$ cat src/rtl/rice_param_scheduler.sv
// Issue/tag sequencer for the 15-way Rice-cost compare tree over 2^order partitions.
// Optional TOTAL_BITS_EN builds a saturating block bit total on oTotalBits.
module rice_param_scheduler #(
  parameter int MAX_ORDER = 8,
  parameter int CMP_LAT   = 4,
  parameter int SUM_W     = 32
) (
  input  logic             iClock,
  input  logic             iReset,
  input  logic             iStart,
  input  logic [3:0]       iPartOrder,
  input  logic             iCostValid,
  output logic             oCostReady,
  output logic             oCmpEnable,
  input  logic [3:0]       iCmpMinimum,
  input  logic [SUM_W-1:0] iCmpSum,
  output logic             oParamValid,
  input  logic             iParamReady,
  output logic [3:0]       oParam,
  output logic [7:0]       oPartIndex,
  output logic [SUM_W-1:0] oPartSum,
  output logic [SUM_W-1:0] oTotalBits,
  output logic             oBusy,
  output logic             oDone
);
  typedef enum logic [1:0] {S_IDLE, S_RUN, S_DRAIN, S_DONE} state_t;
  state_t state, state_nx;

  logic [8:0]               n_parts, issue_cnt;
  logic [CMP_LAT-1:0]       vld_pipe, vld_shift;
  logic [CMP_LAT-1:0][7:0]  idx_pipe;
  logic [3:0]               ord_c;
  logic                     adv, issue, start, tags_empty_nx;

  assign ord_c      = (iPartOrder > 4'(MAX_ORDER)) ? 4'(MAX_ORDER) : iPartOrder;
  assign start      = (state == S_IDLE) && iStart;
  assign adv        = !(vld_pipe[CMP_LAT-1] && !iParamReady);
  assign oCmpEnable = adv && ((state == S_RUN) || (state == S_DRAIN));
  assign oCostReady = adv && (state == S_RUN) && (issue_cnt < n_parts);
  assign issue      = iCostValid && oCostReady;

  always_comb begin
    vld_shift[0] = issue;
    for (int i = 1; i < CMP_LAT; i++) vld_shift[i] = vld_pipe[i-1];
  end

  // Look at the tags as they will be after this edge so DONE follows the last result directly
  assign tags_empty_nx = oCmpEnable ? (vld_shift == '0) : (vld_pipe == '0);

  always_comb begin
    state_nx = state;
    case (state)
      S_IDLE:  if (iStart) state_nx = S_RUN;
      S_RUN:   if (issue_cnt == n_parts) state_nx = S_DRAIN;
      S_DRAIN: if (tags_empty_nx) state_nx = S_DONE;
      S_DONE:  state_nx = S_IDLE;
      default: state_nx = S_IDLE;
    endcase
  end

  always_ff @(posedge iClock or posedge iReset) begin
    if (iReset) begin
      state     <= S_IDLE;
      n_parts   <= '0;
      issue_cnt <= '0;
      vld_pipe  <= '0;
      idx_pipe  <= '0;
    end else begin
      state <= state_nx;
      if (start) begin
        n_parts   <= 9'd1 << ord_c;
        issue_cnt <= '0;
      end else if (issue) begin
        issue_cnt <= issue_cnt + 9'd1;
      end
      if (oCmpEnable) begin
        vld_pipe    <= vld_shift;
        idx_pipe[0] <= issue_cnt[7:0];
        for (int i = 1; i < CMP_LAT; i++) idx_pipe[i] <= idx_pipe[i-1];
      end
    end
  end

  // Tree registers are unreset; gate their outputs so idle outputs read 0
  assign oParamValid = vld_pipe[CMP_LAT-1];
  assign oPartIndex  = idx_pipe[CMP_LAT-1];
  assign oParam      = oParamValid ? iCmpMinimum : '0;
  assign oPartSum    = oParamValid ? iCmpSum : '0;
  assign oBusy       = (state != S_IDLE);
  assign oDone       = (state == S_DONE);

`ifdef TOTAL_BITS_EN
  logic [SUM_W-1:0] total;
  logic [SUM_W+1:0] sum_ext;
  assign sum_ext = {2'b00, total} + {2'b00, iCmpSum} + (SUM_W+2)'(4);

  always_ff @(posedge iClock or posedge iReset) begin
    if (iReset)                          total <= '0;
    else if (start)                      total <= '0;
    else if (oParamValid && iParamReady) total <= (sum_ext[SUM_W+1:SUM_W] != 2'b00) ? {SUM_W{1'b1}} : sum_ext[SUM_W-1:0];
  end
  assign oTotalBits = total;
`else
  assign oTotalBits = '0;
`endif
endmodule

$ cat config.mk
export PLATFORM = sky130hd
export DESIGN_NAME = rice_param_scheduler
export DESIGN_NICKNAME = d
export VERILOG_FILES = /design/src/rtl/rice_param_scheduler.sv
export SDC_FILE = /design/constraint.sdc
export NUM_CORES = 1
export LEC_CHECK = 0
export BUFFER_PORTS_ARGS = -buffer_cell sky130_fd_sc_hd__buf_2
export CORE_MARGIN = 4
export CORE_UTILIZATION = 49
export DETAILED_ROUTE_END_ITERATION = 8
export PLACE_DENSITY_LB_ADDON = 0.3
export SLEW_MARGIN = 20
export SYNTH_ARGS = -nofsm -noshare
export SYNTH_HDL_FRONTEND = slang
export SYNTH_SLANG_ARGS = --single-unit
$ cat constraint.sdc
create_clock -name iClock -period 2.2 [get_ports iClock]
set_input_delay 0.44 -clock iClock [delete_from_list [all_inputs] [get_ports iClock]]
set_output_delay 0.44 -clock iClock [all_outputs]
set_load 0.02 [all_outputs]
==> Word level (Yosys, flattened, before mapping) <==
Cells that the tools add are included.
{ "word_totals": {"word_cells": 44, "reg_bits": 56, "output_inout_bits": 81, "inputBits": 45} }
{ "op_classes": {"n_shift": 1, "muxes": 10, "n_reduce_logical": 15, "addsub": 1, "n_eq_ne": 7, "magnitude_cmp": 2} }
{ "op_table": {"columns": ["cell", "n"], "rows": [
  ["2-to-1 mux 32 bit", 1],
  ["2-to-1 mux 9 bit", 2],
  ["adder 9 x 1 -> 9 bit, second input constant", 1],
  ["equality test 9 bit", 1],
  ["less-than comparator 9 bit", 1],
  ["<< shifter 1 x 4 -> 9 bit, first input constant", 1],
  ["zero test 4 bit", 2],
  ["2-to-1 mux 4 bit", 2],
  ["one-hot mux 2 bit (4 select lines)", 1],
  ["logical AND 1 bit", 6],
  ["2-to-1 mux 2 bit", 3],
  ["equality test 2 bit, second input constant", 2],
  ["greater-than comparator 4 bit, second input constant", 1],
  ["!= test 2 bit, second input constant", 2],
  ["nonzero test 2 bit", 2],
  ["AND reduction 3 bit", 1],
  ["equality test 2 x 1 -> 1 bit, second input constant", 1],
  ["zero test 1 bit", 2],
  ["zero test 2 bit", 1],
  ["!= test 2 x 1 -> 1 bit, second input constant", 1],
  ["logical OR 1 bit", 1],
  ["2-to-1 mux 1 bit", 1]
]} }

==> Longest topological paths before layout <==
{ "logic_depth": {"word_depth": 10, "depth_mapped": 8, "mapped_depth_nobuf": 7} }

==> Least setup slack after synthesis <==
Ideal clock, no wire load.
{ "synth_timing": {"path_kind": "register -> output", "start": "reg issue_cnt[3]", "end": "out oCostReady", "stages_incl_launch_ff": 7, "required_ns": 1.760, "setup_slack_ns": -0.071, "arrival_time_ns": 1.831, "cell_sequence": "dfrtp_1 ha_1 and4_4 nor2b_4 o31a_4 clkbuf_1 nor2_1"} }
{ "synth_via": {"elab_chain_len": 2} }
{ "synth_rtl": {"columns": ["item", "line_no", "rtl"], "rows": [
  ["from (decl)", "29", "logic [8:0] n_parts, issue_cnt;"],
  ["from (signal assigned)", "74", "issue_cnt <= issue_cnt + 9'd1;"],
  ["less-than comparator 9 bit", "39", "assign oCostReady = adv && (state == S_RUN) && (issue_cnt < n_parts);"],
  ["logical AND 1 bit", "39", null],
  ["to (decl)", "13", "output logic oCostReady,"]
]} }
Every way passes these cells.

==> Worst setup path after layout <==
{ "layout_timing": {"start": "reg n_parts[2]", "end": "out oCostReady"} }
{ "layout_via": {"elab_chain_len": 2} }
{ "layout_rtl": {"columns": ["item", "line_no", "rtl"], "rows": [
  ["from (decl)", "29", null],
  ["from (signal assigned)", "71", "n_parts <= 9'd1 << ord_c;"],
  ["less-than comparator 9 bit", "39", null],
  ["logical AND 1 bit", "39", null]
]} }
Every way passes these cells.

==> results.py <==
metrics = {
    "global_routing": {
        "grt_util_met2_pct": 25.9,
        "grt_antenna_before_repair": 0,
        "overflow": 0,
        "grt_max_degree": 57,
        "use_met3_pct": 2.95,
        "grt_usage_pct": 17.9,
        "top_usage_layer": "met1",
        "grt_pass1_wl_mm": 11.1,
        "grt_pass1_vias": 2322,
        "use_met1_pct": 27.6,
    },
    "status": {
        "status": "finished with violations",
        "violations": "negative setup slack",
    },
    "synth": {
        "synth_area_leaders": "dfrtp_1, nand2_1, buf_4, and2_1, ha_1",
        "synth-edff-count": 0,
        "yosysTopAreaCellShare_pct": 43.3,
        "synth_ff_type": "dfrtp_1",
        "synthCells": 376,
        "ys_seq_area_share_pct": 43.3,
        "synth.distinct_cells": 39,
        "avgSynthCellArea_sq_um": 8.61,
        "synth_area_leader_cell": "dfrtp_1",
        "async_reset_ff_share_pct": 100,
        "synth_seq_cells": 56,
        "yosys_warnings": 0,
        "syn_area_sq_mm": 0.00324,
    },
    "power": {
        "vdd_drop_max_v": 0.000740,
        "fin_total_pwr_mw": 4.21,
        "power.density_mw_per_mm2": 1100,
        "total_leakage_power_nw": 2.17,
    },
    "layout": {
        "area.growth.synth_to_final_pct": 18.7,
        "fin_nets": 527,
        "fillCellCount": 570,
        "final_common_cell": "nand2_1",
        "design_area_sq_mm": 0.00384,
        "drive_gt1_share_pct": 28.0,
        "mostFrequentLayoutCells": "nand2_1, buf_2, dfrtp_1",
        "antenna_cells": 0,
    },
    "drt": {
        "viasPerCell": 4.88,
        "vias": 2657,
        "drt_iter0_markers": 126,
        "wl_per_cell_um": 13.7,
        "drt-total-wl_mm": 7.49,
        "drcViolationCount": 0,
        "drtPass1Iterations": 4,
        "drtAntennaViolNets": 0,
    },
    "timing": {
        "setup_viol_count_final": 7,
        "slew_viol_final": 0,
        "final-hold-violation-count": 0,
        "setup_slack_ns": -0.121,
        "clock-skew-final_ns": 0.00674,
        "grt_setup_unrepaired": "yes",
        "max_freq_mhz": 431,
        "fin_crit_sh_pct": 106,
        "slew_headroom_pct": 59.3,
        "worst_pin_slew_ns": 0.610,
        "worst_hold_slack_ns": 0.150,
        "period_needed_ns": 2.32,
    },
    "placed_design": {
        "io_buffer_count": 93,
        "gp_congestion": 0.844,
        "placed_area_sq_mm": 0.00366,
        "post-place-ws_ns": 0.0528,
        "hpwl_mm": 5.39,
    },
    "clock_network": {
        "ctsRootBufferMaster": "clkbuf_8",
        "clk_path_buf_depth": 2,
        "clkLatencyLatePin_ns": 0.32,
        "cts_sinks": 56,
        "h-tree-depth": 2,
        "cts_tree": "yes",
        "numCtsBuffers": 5,
        "path_clk_slew_ns": 0.10,
    },
    "floorplanning": {
        "die_area_sq_mm": 0.00797,
        "die_y_um": 89.3,
        "initial_core_util_pct": 50.7,
        "rows": 29,
        "core_area_sq_mm": 0.00639,
        "fp.dieW_um": 89.3,
        "io_pins": 126,
    },
    "critical_path": {
        "cpPeakStageDelay_ns": 0.41,
        "required_ns": 1.76,
        "worstPathArrival_ns": 1.88,
        "critPathLaunchType": "flip-flop",
        "worst_path_dominant_cell_family": "flip-flops",
        "critical_path_class": "reg2out",
        "path_cells": "inv_2, ha_4, and4_4, nor2b_4, o31a_4, nor2_4, buf_6",
        "worst_path_max_delay_cell": "dfrtp_1",
        "cp.buffers_inverters": 2,
        "cp_max_fo": 2,
        "end_kind": "primary output",
    },
    "hold_path": {
        "min_path_type": "in2async",
    },
    "run": {
        "max_cap_violations": 0,
    },
}
## area by class of cell
type	count	area, sq um	area share (%)
inverters	18	67.6	1.76
repair buffers	108	597	15.5
flip-flops and latches	56	1400	36.5
multi-input cells	278	1590	41.4
clock buffers	5	68.8	1.79
well taps	77	96.3	2.51
clock inverters	3	22.5	0.586
## sequential cells by signal, indices dropped and copies added, names as in the netlist
signal,flops
oPartIndex,8
idx_pipe,24
n_parts,9
issue_cnt,9
vld_pipe,4
state,2
## cells in the mapped netlist (all sizes together), types with 4 or more instances
library cell  count
a21oi            12
nand3             9
o31ai             9
nand4             4
dfrtp            56
or4               8
ha               15
nand2           109
o21ai             5
inv              18
and2             39
clkbuf           12
buf              43
nand2b            4
## worst paths after layout
check                                              from                        end  slack (ns)  cells after the start
max in group asynchronous                        iReset   issue_cnt[6]$_DFFE_PP0P_        1.80                      3
worst min-delay path                             iReset  oPartIndex[6]$_DFFE_PP0P_        0.15                      3
worst min register to register  idx_pipe[0]$_DFFE_PP0P_    idx_pipe[8]$_DFFE_PP0P_        0.47                      2
min in group iClock                       iPartOrder[3]     n_parts[8]$_DFFE_PP0P_        0.35                      3
worst max register to register   n_parts[2]$_DFFE_PP0P_   issue_cnt[4]$_DFFE_PP0P_       -0.09                      8
worst max-delay path             n_parts[2]$_DFFE_PP0P_                 oCostReady       -0.12                      7
## report_power, final
part | leakage (nW) | internal (mW) | switching (mW)
Clock | 0.0485 | 0.229 | 0.363
Sequential | 0.765 | 1.22 | 0.104
Combinational | 1.35 | 0.798 | 1.49
Total | 2.17 | 2.25 | 1.96
## per-layer routing
layer | vias up | routed length [um]
li1 | 1351 | -
met1 | 1231 | 3600
met2 | 67 | 3450
met3 | 8 | 372
met4 | 0 | 68
met5 | - | 0
## metrics by stage
step,utilization [%],cells,TNS (ns)
2_1_floorplan,-,407,0
3_3_place_gp,57.2,533,0
3_5_place_dp,57.2,533,0
4_1_cts,59.7,544,-0.684
5_1_grt,60.2,545,-1.16
6_report,60.2,545,-0.642
## tightest hold or removal path, stage by stage
cell and delay [ns]:
buf_2 0.10, inv_2 0.06, buf_12 0.27
## cells by family after synthesis
logic type | synth area share (%)
adders and majority gates | 5.80
and+or+nand+nor | 28.0
other | 0.116
DFF | 43.3
buffers and inverters | 13.1
muxes | 0.309
AOI/OAI and AO/OA | 9.35
## repair_timing
item | CTS | global route
setup endpoints to repair | 1 | 7
resized for setup | 9 | 4
hold buffers | 0 | 0
pin swaps | 5 | 1
buffers inserted | 3 | 1
Note: power is estimated with default switching activity, not from simulation.
